[config.mk]
export PLATFORM = sky130hd
export DESIGN_NAME = router_rr_drain
export DESIGN_NICKNAME = d
export VERILOG_FILES = /design/src/rtl/router_pkg.sv /design/src/rtl/rr_obuf.sv /design/src/rtl/router_rr_drain.sv
export SDC_FILE = /design/constraint.sdc
export NUM_CORES = 1
export LEC_CHECK = 0
export CAP_MARGIN = 20
export CORE_MARGIN = 1
export CORE_UTILIZATION = 29
export CTS_CLUSTER_SIZE = 25
export DETAILED_ROUTE_END_ITERATION = 10
export SLEW_MARGIN = 0
export SYNTH_ARGS = -nofsm -noshare
export SYNTH_HDL_FRONTEND = slang
export SYNTH_SLANG_ARGS = --single-unit
[constraint.sdc]
create_clock -name clk -period 5.8 [get_ports clk]
set_clock_uncertainty 0.15 [all_clocks]
set_input_delay 1.16 -clock clk [delete_from_list [all_inputs] [get_ports clk]]
set_output_delay 1.16 -clock clk [all_outputs]
set_load 0.02 [all_outputs]
[src/rtl/router_pkg.sv]
// Shared types and constants for the router output-side scheduler.
// Holds the FSM state encoding, header field positions and the round-robin pick helper.
package router_pkg;

    localparam int NUM_PORTS    = 3;
    localparam int DATA_W       = 8;
    localparam int LEN_MSB      = 7;
    localparam int LEN_LSB      = 2;
    localparam int HDR_ADDR_MSB = 1;
    localparam int HDR_ADDR_LSB = 0;

    typedef enum logic [1:0] {
        IDLE     = 2'd0,
        HDR_REQ  = 2'd1,
        HDR_WAIT = 2'd2,
        BODY     = 2'd3
    } state_e;

    typedef struct packed {
        logic              sop;
        logic              eop;
        logic [1:0]        port;
        logic [DATA_W-1:0] data;
    } obuf_entry_t;

    // Search order is ptr+1, ptr+2, ptr; later loop passes overwrite, so the nearest wins.
    function automatic logic [1:0] rr_pick(input logic [1:0] ptr,
                                           input logic [NUM_PORTS-1:0] req);
        logic [1:0] cand;
        rr_pick = ptr;
        for (int k = NUM_PORTS; k >= 1; k--) begin
            cand = 2'((int'(ptr) + k) % NUM_PORTS);
            if (req[cand]) begin
                rr_pick = cand;
            end
        end
    endfunction

endpackage

[src/rtl/rr_obuf.sv]
// Two-entry tagged output buffer between the FIFO read path and the downstream link.
// Push and pop in the same cycle are allowed; the head fields read as zero when empty.
module rr_obuf
    import router_pkg::*;
(
    input  logic              clk,
    input  logic              rst,
    input  logic              push_i,
    input  logic [DATA_W-1:0] push_data_i,
    input  logic              push_sop_i,
    input  logic              push_eop_i,
    input  logic [1:0]        push_port_i,
    input  logic              pop_i,
    output logic [1:0]        occ_o,
    output logic              valid_o,
    output logic [DATA_W-1:0] head_data_o,
    output logic              head_sop_o,
    output logic              head_eop_o,
    output logic [1:0]        head_port_o
);

    obuf_entry_t mem_q [2];
    obuf_entry_t head;
    logic        wr_q;
    logic        rd_q;
    logic [1:0]  cnt_q;
    logic        do_push;
    logic        do_pop;

    assign do_pop  = pop_i && (cnt_q != 2'd0);
    assign do_push = push_i && ((cnt_q != 2'd2) || do_pop);

    always_ff @(posedge clk or posedge rst) begin
        if (rst) begin
            wr_q  <= 1'b0;
            rd_q  <= 1'b0;
            cnt_q <= 2'd0;
        end else begin
            if (do_push) begin
                wr_q <= ~wr_q;
            end
            if (do_pop) begin
                rd_q <= ~rd_q;
            end
            cnt_q <= cnt_q + 2'(do_push) - 2'(do_pop);
        end
    end

    // Payload storage carries no reset; the head is gated by the occupancy instead.
    always_ff @(posedge clk) begin
        if (do_push) begin
            mem_q[wr_q] <= '{sop: push_sop_i, eop: push_eop_i, port: push_port_i, data: push_data_i};
        end
    end

    assign valid_o     = (cnt_q != 2'd0);
    assign occ_o       = cnt_q;
    assign head        = valid_o ? mem_q[rd_q] : '0;
    assign head_data_o = head.data;
    assign head_sop_o  = head.sop;
    assign head_eop_o  = head.eop;
    assign head_port_o = head.port;

endmodule

[src/rtl/router_rr_drain.sv]
// Packet-atomic round-robin drain of three router output FIFOs onto one byte link.
// Reads are throttled so buffered plus in-flight bytes never exceed the 2-entry buffer.
module router_rr_drain
    import router_pkg::*;
#(
    parameter int STALL_MAX  = 64,
    parameter int OBUF_DEPTH = 2
) (
    input  logic        clk,
    input  logic        rst,
    input  logic        vldout0,
    input  logic        vldout1,
    input  logic        vldout2,
    input  logic [7:0]  dout0,
    input  logic [7:0]  dout1,
    input  logic [7:0]  dout2,
    output logic        reen0,
    output logic        reen1,
    output logic        reen2,
    input  logic        link_ready,
    output logic        link_valid,
    output logic [7:0]  link_data,
    output logic        link_sop,
    output logic        link_eop,
    output logic [1:0]  link_port,
    output logic        pkt_drop
);

    state_e               state_q, state_d;
    logic [1:0]           grant_q, grant_d;
    logic [1:0]           ptr_q, ptr_d;
    logic [6:0]           rem_q, rem_d;
    logic [7:0]           stall_q, stall_d;
    logic                 infl_q, infl_sop_q, infl_eop_q;
    logic [1:0]           infl_port_q;

    logic [NUM_PORTS-1:0] vld;
    logic                 vld_g;
    logic [DATA_W-1:0]    rdata;
    logic [1:0]           occ;
    logic [2:0]           pending;
    logic                 pop;
    logic                 can_issue;
    logic                 issue;
    logic                 sop_t, eop_t;
    logic                 drop;

    assign vld = {vldout2, vldout1, vldout0};

    always_comb begin
        case (grant_q)
            2'd1:    vld_g = vldout1;
            2'd2:    vld_g = vldout2;
            default: vld_g = vldout0;
        endcase
        case (infl_port_q)
            2'd1:    rdata = dout1;
            2'd2:    rdata = dout2;
            default: rdata = dout0;
        endcase
    end

    // Slot accounting: a pop this cycle frees room for a read issued this cycle.
    assign pop       = link_valid && link_ready;
    assign pending   = {1'b0, occ} + {2'b00, infl_q} - {2'b00, pop};
    assign can_issue = (pending < 3'(OBUF_DEPTH));

    always_comb begin
        state_d = state_q;
        grant_d = grant_q;
        ptr_d   = ptr_q;
        rem_d   = rem_q;
        stall_d = stall_q;
        issue   = 1'b0;
        sop_t   = 1'b0;
        eop_t   = 1'b0;
        drop    = 1'b0;

        if ((state_q == HDR_REQ) || (state_q == BODY)) begin
            issue   = vld_g && can_issue;
            stall_d = vld_g ? 8'd0 : stall_q + 8'd1;
        end

        case (state_q)
            IDLE: begin
                stall_d = 8'd0;
                if (|vld) begin
                    grant_d = rr_pick(ptr_q, vld);
                    state_d = HDR_REQ;
                end
            end
            HDR_REQ: begin
                if (issue) begin
                    sop_t   = 1'b1;
                    state_d = HDR_WAIT;
                end
            end
            HDR_WAIT: begin
                rem_d   = {1'b0, rdata[LEN_MSB:LEN_LSB]} + 7'd1;
                state_d = BODY;
            end
            BODY: begin
                if (issue) begin
                    rem_d = rem_q - 7'd1;
                    if (rem_q == 7'd1) begin
                        eop_t   = 1'b1;
                        ptr_d   = grant_q;
                        state_d = IDLE;
                    end
                end
            end
            default: state_d = IDLE;
        endcase

        // The watchdog only fires on an empty cycle, so it never coincides with a read.
        if (((state_q == HDR_REQ) || (state_q == BODY)) && !vld_g &&
            (stall_q == 8'(STALL_MAX - 1))) begin
            drop    = 1'b1;
            ptr_d   = grant_q;
            stall_d = 8'd0;
            state_d = IDLE;
        end
    end

    always_ff @(posedge clk or posedge rst) begin
        if (rst) begin
            state_q     <= IDLE;
            grant_q     <= 2'd0;
            ptr_q       <= 2'd2;
            rem_q       <= 7'd0;
            stall_q     <= 8'd0;
            infl_q      <= 1'b0;
            infl_sop_q  <= 1'b0;
            infl_eop_q  <= 1'b0;
            infl_port_q <= 2'd0;
        end else begin
            state_q     <= state_d;
            grant_q     <= grant_d;
            ptr_q       <= ptr_d;
            rem_q       <= rem_d;
            stall_q     <= stall_d;
            infl_q      <= issue;
            infl_sop_q  <= sop_t;
            infl_eop_q  <= eop_t;
            infl_port_q <= grant_q;
        end
    end

    assign reen0    = issue && (grant_q == 2'd0);
    assign reen1    = issue && (grant_q == 2'd1);
    assign reen2    = issue && (grant_q == 2'd2);
    assign pkt_drop = drop;

    rr_obuf u_obuf (
        .clk         (clk),
        .rst         (rst),
        .push_i      (infl_q),
        .push_data_i (rdata),
        .push_sop_i  (infl_sop_q),
        .push_eop_i  (infl_eop_q),
        .push_port_i (infl_port_q),
        .pop_i       (pop),
        .occ_o       (occ),
        .valid_o     (link_valid),
        .head_data_o (link_data),
        .head_sop_o  (link_sop),
        .head_eop_o  (link_eop),
        .head_port_o (link_port)
    );

endmodule

; After elaboration in Yosys (flattened, before gate mapping)
; Memory sizes are Yosys's and may differ from the RTL's.
; Index checks and enable logic that the tools add are counted.
[totals]
regBits = 30
ramBits = 24
inputBits = 30
output_inout_bits = 17
wordCells = 109
memories = 1
[memory_table]
columns = name, words, word_bits, read_ports, rd_clocked_by_memory_dff, wr, line_no
row1 = u_obuf.mem_q, 2, 12, 1, 0, 1, rr_obuf.sv:22  ; obuf_entry_t mem_q [2];
[op_classes]
addsub = 10
n_div = 3
magnitude_cmp = 4
eq_ne = 15
muxes = 37
bitwise_logic = 2
n_reduce_logical = 25
[op_table]
columns = cell, n
row1 = "modulo 32 x 3 -> 32 bit, second input constant", 3
row2 = 2-to-1 mux 8 bit, 4
row3 = 2-to-1 mux 2 bit, 12
row4 = case mux 8 bit (2 select lines), 1
row5 = case mux 7 bit (2 select lines), 1
row6 = 2-to-1 mux 1 bit, 12
row7 = 2-to-1 mux 12 bit, 1
row8 = nonzero test 2 bit, 5
row9 = logical AND 1 bit, 9
row10 = "< comparator 2 x 3 -> 1 bit, second input constant", 3
row11 = "!= test 3 x 2 -> 1 bit, second input constant", 3
row12 = "adder 8 x 1 -> 8 bit, second input constant", 1
row13 = "equality test 2 bit, second input constant", 4
row14 = "equality test 8 x 6 -> 1 bit, second input constant", 1
row15 = case mux 2 bit (4 select lines), 1
row16 = "adder 6 x 1 -> 7 bit, second input constant", 1
row17 = "equality test 7 x 1 -> 1 bit, second input constant", 1
row18 = 2-to-1 mux 7 bit, 1
row19 = "subtractor 7 x 1 -> 7 bit, second input constant", 1
row20 = "adder 2 x 2 -> 3 bit, second input constant", 2
row21 = binary-select mux 1 bit (select 2 bit), 3
row22 = "equality test 2 x 1 -> 1 bit, second input constant", 3
row23 = zero test 2 bit, 2
row24 = "!= test 2 bit, second input constant", 2
row25 = other kinds (16), 19

; Logic depth before layout (Yosys ltp)
; Gate-level depths: netlist of the first run.
[depth]
word_depth = 9
mapped_depth = 13
ltp_nobuf = 11

; Hierarchy
; From an unflattened synthesis of the first run, not the netlist that was laid out.
[hier_totals]
hier_cells = 308
hier_area_um2 = 3223.1
[modules_own_cells]
columns = module, instances, cells_each, area_each_um2, seq_area_each_um2
row1 = router_rr_drain, 1, 234, 2067.0, 651.9
row2 = rr_obuf, 1, 74, 1156.1, 820.8

; Worst setup path before layout of the first run
; Ideal clock, no wire load.
[synth_timing]
kind = input -> output
start = input port link_ready
end = output port reen0
arrival_time_ns = 2.745
path_slack_ns = 1.745
path_stages = 9
n_path_buf = 1
cell_sequence = nor2b_1 > ha_1 > inv_1 > nand2_1 > fa_1 > xnor2_1 > and3_1 > buf_6 > and3_1
[synth_via]
elab_chain_cells = 6
[synth_rtl]
columns = item, line_no
row1 = from (decl), router_rr_drain.sv:20  ; input logic link_ready,
row2 = logical AND 1 bit, router_rr_drain.sv:64  ; assign pop = link_valid && link_ready;
row3 = subtractor 3 x 1 -> 3 bit, router_rr_drain.sv:65  ; assign pending = {1'b0, occ} + {2'b00, infl_q} - {2'b00, pop};
row4 = < comparator 3 x 2 -> 1 bit, router_rr_drain.sv:66  ; assign can_issue = (pending < 3'(OBUF_DEPTH));
row5 = logical AND 1 bit, router_rr_drain.sv:80  ; issue = vld_g && can_issue;
row6 = 2-to-1 mux 1 bit, router_rr_drain.sv:79  ; if ((state_q == HDR_REQ) || (state_q == BODY)) begin
row7 = logical AND 1 bit, router_rr_drain.sv:149  ; assign reen0 = issue && (grant_q == 2'd0);
row8 = to (decl), router_rr_drain.sv:17  ; output logic reen0,
; No other way between the ends.

; Final worst setup path of the first run
[layout_timing]
start = input port link_ready
end = output port reen1
[layout_via]
elab_chain_cells = 6
[layout_rtl]
columns = item, line_no
row1 = logical AND 1 bit, router_rr_drain.sv:64
row2 = subtractor 3 x 1 -> 3 bit, router_rr_drain.sv:65
row3 = < comparator 3 x 2 -> 1 bit, router_rr_drain.sv:66
row4 = logical AND 1 bit, router_rr_drain.sv:80
row5 = 2-to-1 mux 1 bit, router_rr_drain.sv:79
row6 = logical AND 1 bit, router_rr_drain.sv:150  ; assign reen1 = issue && (grant_q == 2'd1);
row7 = to (decl), router_rr_drain.sv:18  ; output logic reen1,
; No other way between the ends.

==> results of run 1 <==
==> layout by cell type (no fill, tap or decap), drive strengths merged, types with 4 or more instances in the layout <==
| cell | count |
|---|---|
| nand3 | 7 |
| nand2b | 5 |
| nor2 | 26 |
| a21oi | 11 |
| a22oi | 9 |
| inv | 24 |
| buf | 4 |
| nand4 | 5 |
| nor2b | 7 |
| and3 | 9 |
| o21ai | 22 |
| dfrtp | 29 |
| nand2 | 29 |
| mux2i | 17 |
| edfxtp | 24 |
| clkdlybuf4s50 | 46 |
| nor3 | 7 |
| ha | 19 |
| xor2 | 4 |
| clkbuf | 5 |
==> cell families (layout without fill, tap and decap cells) <==
kind of cell	Yosys count	count (layout)	share of synthesized area (%)
buffers and inverters	37	80	5.50
adder cells (fa/ha/maj)	20	20	8.09
AO/OA/AOI/OAI	67	67	14.7
AND/OR/NAND/NOR	112	112	18.2
flip-flops	54	54	46.2
XOR/XNOR	7	7	1.92
multiplexers	17	17	5.34
==> registers in the layout, summed over array words and instances, names as in the netlist <==
signal / flops
infl_port_q: 2
u_obuf.rd_q: 1
state_q: 2
grant_q: 2
infl_eop_q: 1
u_obuf.occ_o: 2
ptr_q: 2
infl_sop_q: 1
stall_q: 8
u_obuf.wr_q: 1
u_obuf.mem_q: 24
infl_q: 1
rem_q: 7
==> Yosys cell counts, types with 5 or more instances <==
cell	instances	area (µm²)
nor3_1	6	30.0
nor2b_1	7	43.8
a22oi_1	8	60.1
dfrtp_1	29	726
nand2_1	29	109
nor2_1	26	97.6
and3_1	9	56.3
ha_1	19	238
mux2i_1	17	170
o21ai_0	19	95.1
inv_1	22	82.6
edfxtp_1	24	721
a21oi_1	10	50.1
nand3_1	7	35.0
nand4_1	5	31.3
buf_2	5	25.0
==> routing by layer <==
| metal | track usage [%] | vias up | wire length [µm] |
|---|---|---|---|
| met5 | 0 | - | 0 |
| met1 | 16.5 | 1152 | 3320 |
| li1 | - | 1209 | - |
| met2 | 19.4 | 56 | 2940 |
| met3 | 2.43 | 5 | 353 |
| met4 | 3.62 | 0 | 52 |
==> power by group through the flow <==
stage          registers, mW  clock network (mW)  logic [mW]
2_1_floorplan          0.598                   0       0.809
3_3_place_gp           0.645                   0        1.04
3_5_place_dp           0.648                   0        1.05
4_1_cts                0.641               0.214        1.06
5_1_grt                0.656               0.228        1.18
6_report               0.638               0.203        1.06
==> worst max-delay path, delay by kind of cell <==
kind                     cells  cell delay [ns]
XOR/XNOR                     1             0.14
AND/OR/NAND/NOR              4             0.75
adder cells (fa/ha/maj)      2             0.63
buffers and inverters        3             1.14
==> final timing paths <==
kind                                        to  cells after the start
hold / removal             u_obuf.mem_q[0][10]                      0
setup / recovery                         reen1                     10
min in group asynchronous      u_obuf.occ_o[0]                      3
hold reg to reg            u_obuf.mem_q[0][10]                      0
setup reg to reg                      rem_q[6]                     13
max in group asynchronous             ptr_q[1]                      3
==> stage by stage <==
stage | setup WS [ns] | total power [mW]
final | 0.652 | 1.90
after global routing | 0.446 | 2.07
after CTS | 0.635 | 1.91
after detailed placement | 0.657 | 1.70
after global placement | 0.705 | 1.68
after floorplan | 1.75 | 1.41
==> layout make-up <==
class	instances	area (µm²)	share of cell area (%)
sequential	54	1470	38.3
multi-input combinational	223	1540	40.0
clock inverter	2	13.8	0.358
inverter	23	86.3	2.25
tap	136	170	4.43
timing repair buffer	50	494	12.9
clock buffer	5	68.8	1.79
==> results_dict.tcl, run 1 <==
set metrics [dict create \
    drt_iter0_drc 96 \
    cts_resized 0 \
    crit_arrival_ns 3.84 \
    clk_path_buf_depth 2 \
    area_growth_pct 20.7 \
    clockRootBuffer "clkbuf_8" \
    yosysSeqAreaShare_pct 46.2 \
    cts_buffers 5 \
    syn-cell-area_um2 3190 \
    slew_headroom_pct 52.4 \
    vias_per_cell 4.91 \
    die_w_um 107 \
    fillers 1075 \
    switching_share_pct 44.4 \
    dp.cells 485 \
    placed_cell_area_um2 3750 \
    synth_edf_count 24 \
    path_cells "clkdlybuf4s50_1 -> nor2b_1 -> ha_1 -> inv_1 -> nand2_1 -> fa_1 -> xnor2_1 -> and3_1 -> and3_1 -> clkdlybuf4s50_1" \
    cp-start-kind "input pin" \
    instances_no_fill 493 \
    hold_class "reg2reg" \
    clock_latency_ns 0.30 \
    grt.overflow.total 0 \
    floorplan.initialDensity_pct 30.3 \
    setup_viol 0 \
    dr.pass1.iters 4 \
    routed_wl_mm 6.66 \
    critPathMaxFanout 4 \
    portBuffers 46 \
    fin_area_um2 3840 \
    cts.sinks 54 \
    synthesis.nets 364 \
    die_y_um 107 \
    rsz0062_at_grt "no" \
    crit_required_ns 4.49 \
    r2r_start "u_obuf.occ_o[1]" \
    regToRegSetupSlack_ns 2.66 \
    fin_crit_ns 5.15 \
    crit_start "link_ready" \
    p_clk_share_pct 10.7 \
    p_switching_mw 0.842 \
    hold_ws_ns 0.308 \
    endpoint_kind "output pin" \
    tightest_slew_ns 0.714 \
    route.detailed.drc 0 \
    slowest_delay_ns 0.60 \
    path_class "in2out" \
    p_int_mw 1.06 \
    syn-instance-count 314 \
    antenna-diode-count 0 \
    hold_viol_final 0 \
    htree_levels 2 \
    fmax_ghz 0.194 \
    antenna_left 0 \
    slowest_stage "clkdlybuf4s50_1" \
    core_um2 10500 \
    avgSynthCellArea_um2 10.1 \
    post_cts.repair.setup_buffers 0 \
    finalSetupTns_ns 0 \
    period_share_pct 88.8 \
    place.gp.congestion 0.826 \
    vias 2422 \
    ctsHoldBuffers 0 \
    grt_max_degree 31 \
    grt_use_total_pct 12.1 \
    wl_per_cell_um 13.5 \
    yosys_warnings 0 \
    p_comb_share_pct 55.7 \
    grt_antenna_before_repair 0 \
    finalNetCount 407 \
    p_leak_nw 1.63 \
    ys_ff_latch 54 \
    cts_tree "yes" \
    clk_pin_slew_ns 0.09 \
    hp-start "infl_eop_q" \
    post-dp-hpwl_mm 4.89 \
    pwr-share-seq_pct 33.6 \
    grt_pass1_vias 2342 \
    power.density_nw_per_um2 494 \
    max_cap_viol_count 0 \
    yosysUniqueCellTypes 61 \
    final_core_util_pct 36.6 \
    status "finished, final reports clean" \
    slew_viol_final 0 \
    grt_pass1_wl_mm 11.1 \
    fp.dieArea_um2 11400 \
    yosys_most_used_dff "dfrtp_1" \
    layout-drive-gt1-share_pct 7.00 \
    io_pins 47 \
    rows 37 \
    synth-async-reset-ratio_pct 55.6 \
    max-vdd-ir-drop_mv 0.213 \
]
(Power assumes the default switching activity.)
==> run 2, diff against run 1 <==
--- a/config.mk
+++ b/config.mk
@@ -10,7 +10,7 @@
 export CORE_UTILIZATION = 29
 export CTS_CLUSTER_SIZE = 25
 export DETAILED_ROUTE_END_ITERATION = 10
-export SLEW_MARGIN = 0
+export SLEW_MARGIN = 10
 export SYNTH_ARGS = -nofsm -noshare
 export SYNTH_HDL_FRONTEND = slang
 export SYNTH_SLANG_ARGS = --single-unit
==> run 2 against run 1 <==
- sequential power about the same
- combinational power about the same
- via count increased by 0.17%
- worst hold slack improved by 0.00086 ns
- core utilization about the same
- first-iteration DRC count decreased by 2.1%
- critical endpoint unchanged
- sequential share of layout area about the same
- fmax about the same
==> results_dict.tcl, run 2 (synthesis results as in run 1) <==
set metrics [dict create \
    status "finished, final reports clean" \
    max-vdd-ir-drop_mv 0.213 \
    grt_use_total_pct 12.1 \
    hold_class "reg2reg" \
    crit_family "buffers and inverters" \
    hold_viol_final 0 \
    endpoint_kind "output pin" \
    path_class "in2out" \
    period_share_pct 88.8 \
    antenna-diode-count 0 \
    rows 37 \
    path_cells "clkdlybuf4s50_1 -> nor2b_1 -> ha_1 -> inv_1 -> nand2_1 -> fa_1 -> xnor2_1 -> and3_1 -> and3_1 -> clkdlybuf4s50_1" \
    instances_no_fill 493 \
    floorplan.initialDensity_pct 30.3 \
    hp-start "infl_eop_q" \
    multiInputGateArea_um2 1540 \
    place.gp.congestion 0.826 \
    grt_pass1_wl_mm 11.1 \
    worstHoldPathCells 0 \
    die_w_um 107 \
    cts.sinks 54 \
    mostFrequentLayoutCells "clkdlybuf4s50_1 (46), nand2_1 (29), dfrtp_1 (29)" \
    clockRootBuffer "clkbuf_8" \
    fmax_ghz 0.194 \
    cts_tree "yes" \
    post-dp-hpwl_mm 4.89 \
    cp-start-kind "input pin" \
    drt_iter0_drc 94 \
    grt_max_degree 31 \
    largestRegisters "u_obuf.mem_q (24), stall_q (8), rem_q (7)" \
    dr.pass1.iters 4 \
    clock_latency_ns 0.30 \
    layout_commonest_cell "clkdlybuf4s50_1" \
    post_cts.repair.setup_buffers 0 \
    crit_arrival_ns 3.84 \
    vias_per_cell 4.92 \
    setup_viol 0 \
    max_cap_viol_count 0 \
    fillers 1074 \
    grt.overflow.total 0 \
    largest_register_ffs 24 \
    core_um2 10500 \
    portBuffers 46 \
    r2r_cells 13 \
    slew_viol_final 0 \
    clk_pin_slew_ns 0.09 \
    dp.cells 485 \
    io_pins 47 \
    grt_pass1_vias 2342 \
    r2r_start "u_obuf.occ_o[1]" \
    die_y_um 107 \
    routed_wl_mm 6.66 \
    regToRegSetupSlack_ns 2.65 \
    critPathMaxFanout 4 \
    hold_path_end "u_obuf.mem_q[0][10]" \
    finalNetCount 407 \
    rr_endpoint "rem_q[6]" \
    hold_ws_ns 0.309 \
    layout-drive-gt1-share_pct 7.00 \
    cts_buffers 5 \
    htree_levels 2 \
    clk_path_buf_depth 2 \
    critPathBufInv 3 \
    fp.dieArea_um2 11400 \
    slowest_stage "clkdlybuf4s50_1" \
    tightest_slew_ns 0.715 \
    route.detailed.drc 0 \
    finalPower_mw 1.90 \
    area_growth_pct 20.5 \
    slowest_delay_ns 0.60 \
    ctsHoldBuffers 0 \
    slew_headroom_pct 52.4 \
    wl_per_cell_um 13.5 \
    fin_crit_ns 5.15 \
    finalSetupTns_ns 0 \
    p_leak_nw 1.63 \
    vias 2426 \
    antenna_left 0 \
    crit_required_ns 4.49 \
    rsz0062_at_grt "no" \
    seqCellArea_um2 1470 \
    power.density_nw_per_um2 494 \
    cts_resized 0 \
    largest-register "u_obuf.mem_q" \
    grt_antenna_before_repair 0 \
]
## run 2: changes by cell type in the layout (fill, tap and decap cells not counted)
| cell | change |
|---|---|
| buf_6 | -1 |
| buf_4 | +1 |
## run 2: stage by stage
| step | area (µm²) | utilization [%] | worst slack (ns) |
|---|---|---|---|
| 3_3_place_gp | 3750 | 35.7 | 0.705 |
| 6_report | 3840 | 36.6 | 0.651 |
| 4_1_cts | 3830 | 36.5 | 0.635 |
| 3_5_place_dp | 3750 | 35.7 | 0.657 |
| 2_1_floorplan | 3190 | - | 1.75 |
| 5_1_grt | 3840 | 36.6 | 0.446 |
## run 2: where the power goes
part | total [mW] | leakage (nW) | internal, mW | switching [mW]
Clock | 0.203 | 0.0444 | 0.0837 | 0.120
Sequential | 0.639 | 0.591 | 0.535 | 0.104
Combinational | 1.06 | 0.995 | 0.436 | 0.621
Total | 1.90 | 1.63 | 1.06 | 0.844
## run 2: cell type report
class | count | share of cell area [%]
timing repair buffer | 50 | 12.8
multi-input combinational | 223 | 40.1
tap | 136 | 4.43
inverter | 23 | 2.25
clock buffer | 5 | 1.79
sequential | 54 | 38.3
clock inverter | 2 | 0.358
## run 2: worst max-delay path by stage
stage / start / endpoint / slack (ns) / depth (start not counted)
floorplan: link_ready / reen0 / 1.75 / 9
global placement: link_ready / reen0 / 0.71 / 10
detailed placement: link_ready / reen1 / 0.66 / 10
CTS: link_ready / reen1 / 0.63 / 10
global route: link_ready / reen1 / 0.45 / 10
finish: link_ready / reen1 / 0.65 / 10
## run 2: metal layers
metal | GRT usage (%) | wire length [µm] | vias to the layer above
li1 | - | - | 1211
met1 | 16.5 | 3330 | 1154
met2 | 19.4 | 2930 | 56
met3 | 2.43 | 353 | 5
met4 | 3.62 | 52 | 0
met5 | 0 | 0 | -
